===== config.mk =====
export PLATFORM = sky130hd
export DESIGN_NAME = serial_adder_ctrl
export DESIGN_NICKNAME = d
export VERILOG_FILES = /design/src/rtl/serial_adder_ctrl.sv
export SDC_FILE = /design/constraint.sdc
export NUM_CORES = 1
export LEC_CHECK = 0
export CAP_MARGIN = 10
export CORE_MARGIN = 3
export CORE_UTILIZATION = 52
export CTS_CLUSTER_SIZE = 30
export DETAILED_ROUTE_END_ITERATION = 16
export GPL_ROUTABILITY_DRIVEN = 0
export PLACE_DENSITY_LB_ADDON = 0.3
export SYNTH_ARGS = -nofsm -noshare
export SYNTH_HDL_FRONTEND = slang
export SYNTH_SLANG_ARGS = --single-unit

===== constraint.sdc =====
create_clock -name clk -period 1.59 [get_ports clk]
set_clock_uncertainty 0.15 [all_clocks]
set_input_delay 0.318 -clock clk [delete_from_list [all_inputs] [get_ports clk]]
set_output_delay 0.318 -clock clk [all_outputs]
set_load 0.02 [all_outputs]

===== src/rtl/serial_adder_ctrl.sv =====
// Bit-serial adder: one full-adder bit per clock, LSB first, result on a done pulse.
// Define SERIAL_ADDER_SUB_EN to add a 'sub' input that selects a - b instead of a + b + Cin.
module serial_adder_ctrl #(
    parameter int WIDTH = 8
) (
    input  logic             clk,
    input  logic             rst_n,
    input  logic             start,
`ifdef SERIAL_ADDER_SUB_EN
    input  logic             sub,
`endif
    input  logic [WIDTH-1:0] a,
    input  logic [WIDTH-1:0] b,
    input  logic             Cin,
    output logic             busy,
    output logic             done,
    output logic [WIDTH-1:0] sum,
    output logic             Cout
);

    localparam int CNT_W = (WIDTH > 2) ? $clog2(WIDTH) : 1;
    localparam logic [CNT_W-1:0] LAST_BIT = CNT_W'(WIDTH - 1);

    typedef enum logic [1:0] {
        IDLE = 2'd0,
        RUN  = 2'd1,
        DONE = 2'd2
    } state_t;

    state_t           state_q, state_d;
    logic [WIDTH-1:0] a_sh_q, b_sh_q, res_q, sum_q;
    logic [CNT_W-1:0] cnt_q;
    logic             carry_q, cout_q, done_q;

    logic             load_en, shift_en, fin_en;
    logic [WIDTH-1:0] b_load;
    logic             c_load;

    function automatic logic fa_sum(input logic x, input logic y, input logic c);
        return x ^ y ^ c;
    endfunction

    function automatic logic fa_carry(input logic x, input logic y, input logic c);
        return (x & y) | (x & c) | (y & c);
    endfunction

    always_ff @(posedge clk or negedge rst_n) begin
        if (!rst_n) begin
            state_q <= IDLE;
        end else begin
            state_q <= state_d;
        end
    end

    always_comb begin
        state_d = state_q;
        case (state_q)
            IDLE:    if (start) state_d = RUN;
            RUN:     if (cnt_q == LAST_BIT) state_d = DONE;
            DONE:    state_d = IDLE;
            default: state_d = IDLE;
        endcase
    end

    always_comb begin
        busy     = (state_q != IDLE);
        load_en  = (state_q == IDLE) && start;
        shift_en = (state_q == RUN);
        fin_en   = (state_q == DONE);
    end

    // Subtraction is a + ~b + 1; Cin is ignored in that mode.
    always_comb begin
        b_load = b;
        c_load = Cin;
`ifdef SERIAL_ADDER_SUB_EN
        if (sub) begin
            b_load = ~b;
            c_load = 1'b1;
        end
`endif
    end

    always_ff @(posedge clk or negedge rst_n) begin
        if (!rst_n) begin
            a_sh_q  <= '0;
            b_sh_q  <= '0;
            res_q   <= '0;
            carry_q <= 1'b0;
            cnt_q   <= '0;
            sum_q   <= '0;
            cout_q  <= 1'b0;
            done_q  <= 1'b0;
        end else begin
            done_q <= fin_en;
            if (load_en) begin
                a_sh_q  <= a;
                b_sh_q  <= b_load;
                carry_q <= c_load;
                cnt_q   <= '0;
            end else if (shift_en) begin
                // Sum bits enter at the MSB so the LSB lands at bit 0 after WIDTH shifts.
                res_q   <= {fa_sum(a_sh_q[0], b_sh_q[0], carry_q), res_q[WIDTH-1:1]};
                carry_q <= fa_carry(a_sh_q[0], b_sh_q[0], carry_q);
                a_sh_q  <= a_sh_q >> 1;
                b_sh_q  <= b_sh_q >> 1;
                cnt_q   <= cnt_q + CNT_W'(1);
            end
            if (fin_en) begin
                sum_q  <= res_q;
                cout_q <= carry_q;
            end
        end
    end

    assign done = done_q;
    assign sum  = sum_q;
    assign Cout = cout_q;

endmodule


* Yosys cells after proc, flatten, opt, wreduce, memory -nomap -nowiden
Cells that the tools add are included.
** Storage, ports and cells
- Flip-flop bits (word level) :: 40
- Bits of input ports :: 20
- Output and inout port bits :: 11
- Word-level logic and storage cells :: 40
** Cells by class
- Add/subtract/negate cells :: 1
- Eq/ne operators :: 5
- Muxes and demuxes :: 11
- Bitwise logic cells :: 8
- Reductions and logical operators :: 6
** Operators with widths (number)
- $mux W8 :: 4
- $mux W3 :: 2
- $mux W2 :: 2
- $pmux W2 S2 :: 1
- $reduce_and A2 Y1 :: 2
- $reduce_bool A2 Y1 :: 2
- $add A3 B1 Y3 const B :: 1
- $and A1 B1 Y1 :: 3
- $eq A3 B3 Y1 const B :: 1
- $eq A2 B1 Y1 const B :: 1
- $eq A2 B2 Y1 const B :: 1
- $logic_not A2 Y1 :: 1
- $mux W1 :: 2
- $ne A2 B1 Y1 const B :: 1
- $ne A2 B2 Y1 const B :: 1
- $or A1 B1 Y1 :: 2
- $xor A1 B1 Y1 :: 2
- $logic_and A1 B1 Y1 :: 1
- $not A1 Y1 :: 1

* Depth between registers and ports, before layout
- Depth after elaboration :: 5
- Mapped depth :: 4
- Gate-level depth less buffers :: 4

* Worst setup path before layout
OpenSTA, ideal clock, no wires.
- Kind :: register -> output
- From :: register state_q[1]
- To :: output busy
- Arrival :: 1.020 ns
- Required time :: 1.122 ns
- Setup slack :: 0.102 ns
- Cell stages (with the launch flop) :: 4
- Path buffers :: 2
- Cell sequence :: dfrtp_1 -> buf_2 -> buf_2 -> or2_2
** Between the ends
- Longest elaborated chain between the ends :: 1
** Ends and longest elaborated chain
- from (decl) :: RTL line 30 : state_t state_q, state_d;
- from (signal assigned) :: RTL line 51 : state_q <= state_d;
- $reduce_bool A2 Y1 :: RTL line 66 : busy = (state_q != IDLE);
- to (decl) :: RTL line 15 : output logic busy,
Every way passes these cells.

* Final worst setup path
- From :: register state_q[0]
- To :: output busy
Same word-level chain as after synthesis.

==> results.sh <==
export IMPL_tritoncts="done"
export IMPL_post_drt_via_cell_ratio=5.70
export IMPL_first_pass_iters=4
export IMPL_synth_warnings=0
export IMPL_finalPower_mw=3.98
export IMPL_seq_power_share=0.442
export IMPL_cts_max_path_buffers=2
export IMPL_finalSetupViolations=1
export IMPL_drcViolationCount=0
export IMPL_hold_viol_final=0
export IMPL_synth_seq_cells=40
export IMPL_clk_pin_slew_worst_paths_ns=0.11
export IMPL_netlist_instances=130
export IMPL_min_period_ns=1.62
export IMPL_violations="negative setup slack"
export IMPL_grt_pass1_wl_mm=5.81
export IMPL_maxCapViolCount=0
export IMPL_ir_drop_uv=823
export IMPL_post_drt_wl_per_cell_um=15.9
export IMPL_cts_made_buffers=5
export IMPL_crit_start="state_q[0]"
export IMPL_die_w_um=64.8
export IMPL_h_tree_depth=2
export IMPL_numPortBuffers=30
export IMPL_fin_setup_tns_ns=-0.0337
export IMPL_dp_hpwl_mm=2.28
export IMPL_die_area_sq_mm=0.00420
export IMPL_hold_start="cnt_q[0]"
export IMPL_swShare=0.334
export IMPL_powerDensity_mw_per_mm2=1770
export IMPL_crit_fanout=2
export IMPL_syn_area_per_cell_sq_um=13.8
export IMPL_initial_core_util=0.565
export IMPL_final_nets=189
export IMPL_required_ns=1.12
export IMPL_synth_nets=153
export IMPL_pre_cts_ws_ns=-0.216
export IMPL_pwr_share_comb=0.423
export IMPL_crit_reg2reg_capture="res_q[4]"
export IMPL_rsz0062_at_grt="true"
export IMPL_grt_max_degree=41
export IMPL_worst_pin_slew_ns=0.493
export IMPL_area_growth_pct=25.0
export IMPL_postRouteAntennaNets=0
export IMPL_hold_depth=1
export IMPL_wl_mm=3.35
export IMPL_multi_input_area_sq_um=717
export IMPL_drt_iter0_markers=40
export IMPL_clock_sinks=40
export IMPL_whs_ns=0.357
export IMPL_layout_drive_gt1_share=0.299
export IMPL_min_to="cnt_q[0]"
export IMPL_end_kind="output pin"
export IMPL_track_usage=0.182
export IMPL_internal_power_mw=2.65
export IMPL_grt_pass1_vias=1246
export IMPL_cts_root_buf="clkbuf_4"
export IMPL_core_area_sq_mm=0.00318
export IMPL_p_leak_nw=0.995
export IMPL_seq_area_frac_synth=0.557
export IMPL_pin_count=31
export IMPL_fin_crit_sh=1.02
export IMPL_syn_area_sq_mm=0.00180
export IMPL_worst_hold_path_type="register to register"
export IMPL_synth_cell_types=25
export IMPL_via_count=1203
export IMPL_nFillCells=242
export IMPL_clk_latency_ns=0.34
export IMPL_clockPowerShare=0.135
export IMPL_power_switching_mw=1.33
export IMPL_grt_overflow=0
export IMPL_register_area_sq_mm=0.00100
export IMPL_worstSetupPathType="register to output pin"
export IMPL_status="finished, violations left"
export IMPL_crit_arrival_ns=1.16
export IMPL_slew_violations=0
export IMPL_finalWorstSetupSlack_ns=-0.0337
export IMPL_num_rows=20
export IMPL_start_kind="register"
export IMPL_diodes=0
export IMPL_r2r_cells=4
export IMPL_antenna_found_initial=0
export IMPL_relSlewSlack=0.671
export IMPL_fmax_mhz=616
export IMPL_die_h_um=64.8
export IMPL_rrSetupSlack_ns=0
export IMPL_reg2reg_from="state_q[1]"
[worst max-delay path: stages (launching register included)]
cell	delay [ns]
dfrtp_1	0.42
or2_4	0.26
buf_6	0.13
[power by group through the flow]
stage	Sequential, mW	Combinational [mW]	Clock [mW]
after global placement	1.75	1.67	0
after CTS	1.76	1.67	0.556
after global routing	1.81	1.86	0.605
after floorplan	1.82	1.07	0
final	1.76	1.69	0.537
after detailed placement	1.78	1.74	0
[layout by cell type (no fill, tap or decap)]
cell type        netlist  final
o21ba_2                1      1
buf_12                 0      1
or2b_1                 1      1
buf_6                  0      2
o221a_2               11     11
and2_1                 1      1
or2_4                  0      1
dlygate4sd3_1          0      1
nand2b_1               3      3
fa_1                   1      1
buf_8                  0      1
o21bai_1               1      1
buf_4                  1      7
nor4b_1                4      4
a211oi_1               4      4
and2b_1                1      1
dfrtp_1               40     40
nor3b_1                6      6
clkbuf_8               0      1
a22o_1                 2      2
a21oi_1                1      1
ha_1                   2      2
clkbuf_4               0      5
clkinv_2               0      2
dlygate4sd2_1          0     10
mux2i_1                1      1
nor4bb_1               2      2
clkdlybuf4s50_1        0     18
mux2_2                17     17
a211o_1                2      2
buf_2                  9      1
or4b_1                11     11
inv_1                  5      5
[worst max-delay path by stage]
| stage | slack, ns | depth (start not counted) | end |
|---|---|---|---|
| final | -0.03 | 2 | busy |
| after global routing | -0.09 | 4 | res_q[2] |
| after CTS | -0.11 | 2 | busy |
| after detailed placement | -0.22 | 4 | b_sh_q[4] |
| after global placement | -0.20 | 4 | a_sh_q[4] |
| after floorplan | 0.10 | 3 | busy |
[synthesized netlist by cell type]
master	instances	area share
a211o_1	2	0.0098
a211oi_1	4	0.017
a21oi_1	1	0.0028
a22o_1	2	0.0098
and2_1	1	0.0035
and2b_1	1	0.0042
buf_2	9	0.025
buf_4	1	0.0042
clkbuf_2	2	0.0056
dfrtp_1	40	0.56
fa_1	1	0.011
ha_1	2	0.014
inv_1	5	0.010
mux2_2	17	0.11
mux2i_1	1	0.0056
nand2b_1	3	0.010
nor3b_1	6	0.025
nor4b_1	4	0.019
nor4bb_1	2	0.011
o21ba_2	1	0.0056
o21bai_1	1	0.0042
o221a_2	11	0.069
or2_2	1	0.0035
or2b_1	1	0.0042
or4b_1	11	0.061
[what timing repair did]
item	in CTS	in global routing
resized for setup	14	6
hold endpoints to repair	40	0
setup buffers	0	0
endpoints found under the setup margin	18	28
hold buffers	1	0
pin swaps	0	1
[metrics by stage]
stage	area, sq um	cells	utilization
after floorplan	1800	130	-
after global placement	2170	202	0.683
final	2250	211	0.707
after global routing	2250	211	0.707
after detailed placement	2170	202	0.683
after CTS	2230	211	0.700
[kinds of logic after synthesis]
| group | count (synthesis) | share of synthesized area |
|---|---|---|
| flip-flops | 40 | 0.557 |
| AND/OR/NAND/NOR | 30 | 0.143 |
| AO/OA/AOI/OAI | 22 | 0.118 |
| multiplexers | 18 | 0.112 |
| buffers and inverters | 17 | 0.0453 |
| adder cells (fa/ha/maj) | 3 | 0.0251 |
[state kept, by name, indices dropped and copies added (netlist names)]
register,count
carry_q,1
b_sh_q,8
state_q,2
a_sh_q,8
Cout,1
res_q,8
cnt_q,3
done,1
sum,8
[cell type report]
class                      count  area share
multi-input combinational     73       0.319
inverter                       5     0.00836
sequential                    40       0.446
clock buffer                   6      0.0228
timing repair buffer          41       0.175
clock inverter                 2     0.00446
tap                           44      0.0245
[layer usage]
metal | routed length, um | up-vias | global-route usage
met3 | 149 | 4 | 0.0537
met1 | 1460 | 607 | 0.243
met2 | 1690 | 25 | 0.276
li1 | - | 567 | -
met4 | 42 | 0 | 0.0792
met5 | 0 | - | 0
(Power assumes the default switching activity.)
